`config.mk`:
```
export PLATFORM = sky130hd
export DESIGN_NAME = piso_serializer
export DESIGN_NICKNAME = d
export VERILOG_FILES = /design/src/rtl/piso_serializer.sv
export SDC_FILE = /design/constraint.sdc
export NUM_CORES = 1
export LEC_CHECK = 0
export CAP_MARGIN = 10
export CORE_MARGIN = 1
export CORE_UTILIZATION = 45
export CTS_BUF_LIST = sky130_fd_sc_hd__clkbuf_8
export DETAILED_ROUTE_END_ITERATION = 8
export PLACE_DENSITY = 0.8
export SLEW_MARGIN = 30
export SYNTH_ARGS = -nofsm -noshare
export SYNTH_HDL_FRONTEND = slang
export SYNTH_SLANG_ARGS = --single-unit
```
`constraint.sdc`:
```
create_clock -name clk -period 3.2 [get_ports clk]
set_input_delay 0.96 -clock clk [delete_from_list [all_inputs] [get_ports clk]]
set_output_delay 0.96 -clock clk [all_outputs]
set_load 0.05 [all_outputs]
```
`src/rtl/piso_serializer.sv`:
```
// Parallel-in serial-out shifter feeding a downstream bit-serial consumer.
// MSB first, gated by a bit-rate strobe, with gapless back-to-back word reload.
module piso_serializer #(
    parameter int WIDTH = 8
) (
    input  logic             clk,
    input  logic             rst,
    input  logic [WIDTH-1:0] din,
    input  logic             load_valid,
    output logic             load_ready,
    input  logic             bit_en,
    output logic             sout,
    output logic             sout_valid
);
    localparam int CW = $clog2(WIDTH);
    localparam logic [CW-1:0] LAST = CW'(WIDTH - 1);

    localparam logic [0:0] IDLE  = 1'b0;
    localparam logic [0:0] SHIFT = 1'b1;

    logic [0:0]       state;
    logic [WIDTH-1:0] shreg;
    logic [CW-1:0]    cnt;
    logic             last_bit;

    assign last_bit   = (state == SHIFT) && (cnt == LAST) && bit_en;
    // A new word may only enter while idle or as the last bit leaves.
    assign load_ready = !rst && ((state == IDLE) || last_bit);
    assign sout       = (state == SHIFT) && shreg[WIDTH-1];
    assign sout_valid = (state == SHIFT) && bit_en;

    always_ff @(posedge clk) begin
        if (rst) begin
            state <= IDLE;
            shreg <= '0;
            cnt   <= '0;
        end else if (load_valid && load_ready) begin
            state <= SHIFT;
            shreg <= din;
            cnt   <= '0;
        end else if ((state == SHIFT) && bit_en) begin
            if (cnt == LAST) begin
                state <= IDLE;
                cnt   <= '0;
            end else begin
                shreg <= {shreg[WIDTH-2:0], 1'b0};
                cnt   <= cnt + CW'(1);
            end
        end
    end
endmodule

```
==> impl_metrics.py <==
metrics = {
    "final_layout": {
        "fin_nets": 98,
        "diodes": 0,
        "area_delta_synth_final_pct": 36.1,
        "drive_above_1_share_pct": 12.0,
        "fin_area_um2": 812,
    },
    "cts": {
        "cts_buffers": 3,
        "cts.sink_count": 12,
        "cts-root-buf": "clkbuf_8",
        "h-tree-depth": 1,
        "hold_buffers": 0,
        "cts_resized": 0,
        "clk_pin_slew_ps": 50,
        "clockBufferDepth": 2,
        "clk_latency_ps": 240,
        "post_cts_buffers": 0,
        "cts_tree": "built",
    },
    "synth": {
        "async_reset_ff_share_pct": 0,
        "synth_top_area_cell": "dfxtp_1",
        "synthTopCellsByCount": "nand2_1 (15), dfxtp_1 (12), nor3_1 (10), a311oi_1 (7), nor2_1 (4)",
        "synth.most_common_cell": "nand2_1",
        "synth_area_per_cell_um2": 8.78,
        "yosys.area.top_type_share_pct": 40.3,
        "seq_area_frac_synth_pct": 40.3,
        "ys_ff_latch": 12,
        "yosys_warnings": 0,
        "ys.flop_type": "dfxtp_1",
        "yosys.cell_types.count": 21,
        "synthCells": 68,
        "syn_nets": 82,
        "netlist_top_cells_area": "dfxtp_1 (40%), a311oi_1 (10%), nand2_1 (9.4%)",
        "synth_area_um2": 597,
        "synth-edff-count": 0,
    },
    "sta": {
        "rsz0062_at_grt": "no",
        "min_period_ps": 2940,
        "holdWs_ps": 485,
        "fin_setup_tns_ps": 0,
        "relSlewSlack_pct": 67.5,
        "finalCritPeriodShare_pct": 91.7,
        "slew_viol_final": 0,
        "fmaxAchievable_mhz": 341,
        "skew_ps": 1.70,
        "hold_violations": 0,
        "setup-violations-final": 0,
        "tightestPinTransition_ps": 486,
    },
    "route": {
        "antenna_left": 0,
        "dr.first_iter.drc_count": 12,
        "route.detailed.drc": 0,
        "wl_per_cell_um": 12.6,
        "vias_per_cell": 5.55,
        "drt_wl_total_um": 1220,
        "drt_pass1_iterations": 4,
        "route.vias.total": 538,
    },
    "worst_hold_path": {
        "min_path_type": "register to register",
    },
    "setup_path": {
        "critPathSlowestCell": "clkdlybuf4s50_1",
        "worstSetupPathType": "primary input to output port",
        "cp_slowest_stage_delay_ps": 560,
        "cp_data_required_time_ps": 2240,
        "end_kind": "output port",
        "critical_path.cell_chain": "clkdlybuf4s50_1, a21boi_4, nor2_1, buf_12",
        "cp_max_fo": 4,
        "start_kind": "primary input",
        "critPathArrivalTime_ps": 1980,
    },
    "floorplanning": {
        "core_area_mm2": 0.00117,
        "die_x_um": 38.4,
        "fp-row-count": 12,
        "initial_core_util_pct": 51.0,
        "dieArea_mm2": 0.00148,
        "die_height_um": 38.4,
        "ios": 15,
    },
    "placed_design": {
        "gp_congestion": 0.703,
        "io_buffer_count": 14,
        "placed_area_um2": 757,
        "dpl.hpwl_um": 902,
    },
    "run": {
        "cap_violations": 0,
    },
    "global_route": {
        "grt_pass1_wl_um": 2010,
        "grt_pass1_vias": 451,
        "antenna_found_initial": 0,
        "track_usage_pct": 20.8,
        "grt_overflow_total": 0,
        "grt_max_degree": 14,
    },
    "power_and_ir_drop": {
        "p_per_area_mw_per_mm2": 483,
        "p_total_uw": 392,
        "leakagePower_uw": 0.000321,
        "peakVddDrop_mv": 0.319,
    },
    "run_status": {
        "status": "finished clean",
    },
}
[final timing paths]
path / end / startpoint / depth (start not counted) / slack, ps
max: load_ready / bit_en / 4 / 260
min: shreg[7] / shreg[6] / 2 / 480
max reg2reg: shreg[4] / cnt[0] / 6 / 1500
min reg2reg: shreg[7] / shreg[6] / 2 / 480
[registers in the layout, indices dropped and copies added, names as in the netlist]
| name | cells |
|---|---|
| shreg | 8 |
| state | 1 |
| cnt | 3 |
[placed cells by master (no fill, tap or decap)]
cell type and count:
nand2b_4 1, nor2_1 4, clkbuf_8 4, o211ai_1 1
or2_1 1, buf_12 2, nand2_1 15, a21boi_4 1
inv_1 1, and3b_1 1, or3b_1 1, a311oi_1 7
and2_1 1, dfxtp_1 12, buf_4 2, clkdlybuf4s50_1 12
mux2i_1 3, a21oi_1 1, nand3b_1 1, nor3_1 10
ha_1 2
[final cells by class]
type | count | area (um^2)
Clock buffer | 4 | 55.1
Fill cell | 93 | 359
Inverter | 1 | 3.75
Multi-Input combinational cell | 50 | 320
Sequential cell | 12 | 240
Tap cell | 14 | 17.5
Timing Repair Buffer | 16 | 175
[metrics by stage]
step                      util (%)  std cells  setup WS, ps
final                         69.3         97           264
after global routing          69.3         97           235
after CTS                     69.3         97           266
after detailed placement      64.6         93           269
after global placement        64.6         93           269
after floorplan                  -         68           425
[routing by layer]
metal,up-vias,global-route usage [%],share of wire (%)
met5,-,0,0
met3,2,8.72,4.5
met1,247,25.1,47
met4,0,7.76,0.90
met2,13,32.6,48
li1,276,-,-
[worst max-delay path: cells and delay by family]
| kind | cells | cell delay (ps) |
|---|---|---|
| simple gates | 1 | 200 |
| compound gates | 1 | 80 |
| buf+inv | 2 | 730 |
[cells by family (layout without fill, tap and decap cells)]
| kind of cell | after synthesis | count (layout) | synth area share [%] |
|---|---|---|---|
| adders and majority gates | 2 | 2 | 4.19 |
| AOI/OAI and AO/OA | 10 | 10 | 15.5 |
| and+or+nand+nor | 35 | 35 | 28.9 |
| DFF | 12 | 12 | 40.3 |
| buffers and inverters | 6 | 21 | 6.08 |
| muxes | 3 | 3 | 5.03 |
[power breakdown]
part,internal (uW),switching (uW)
Combinational,31.7,30.7
Sequential,158,5.01
Clock,109,58.1
Total,298,93.8
Note: power is estimated with default switching activity, not from simulation.
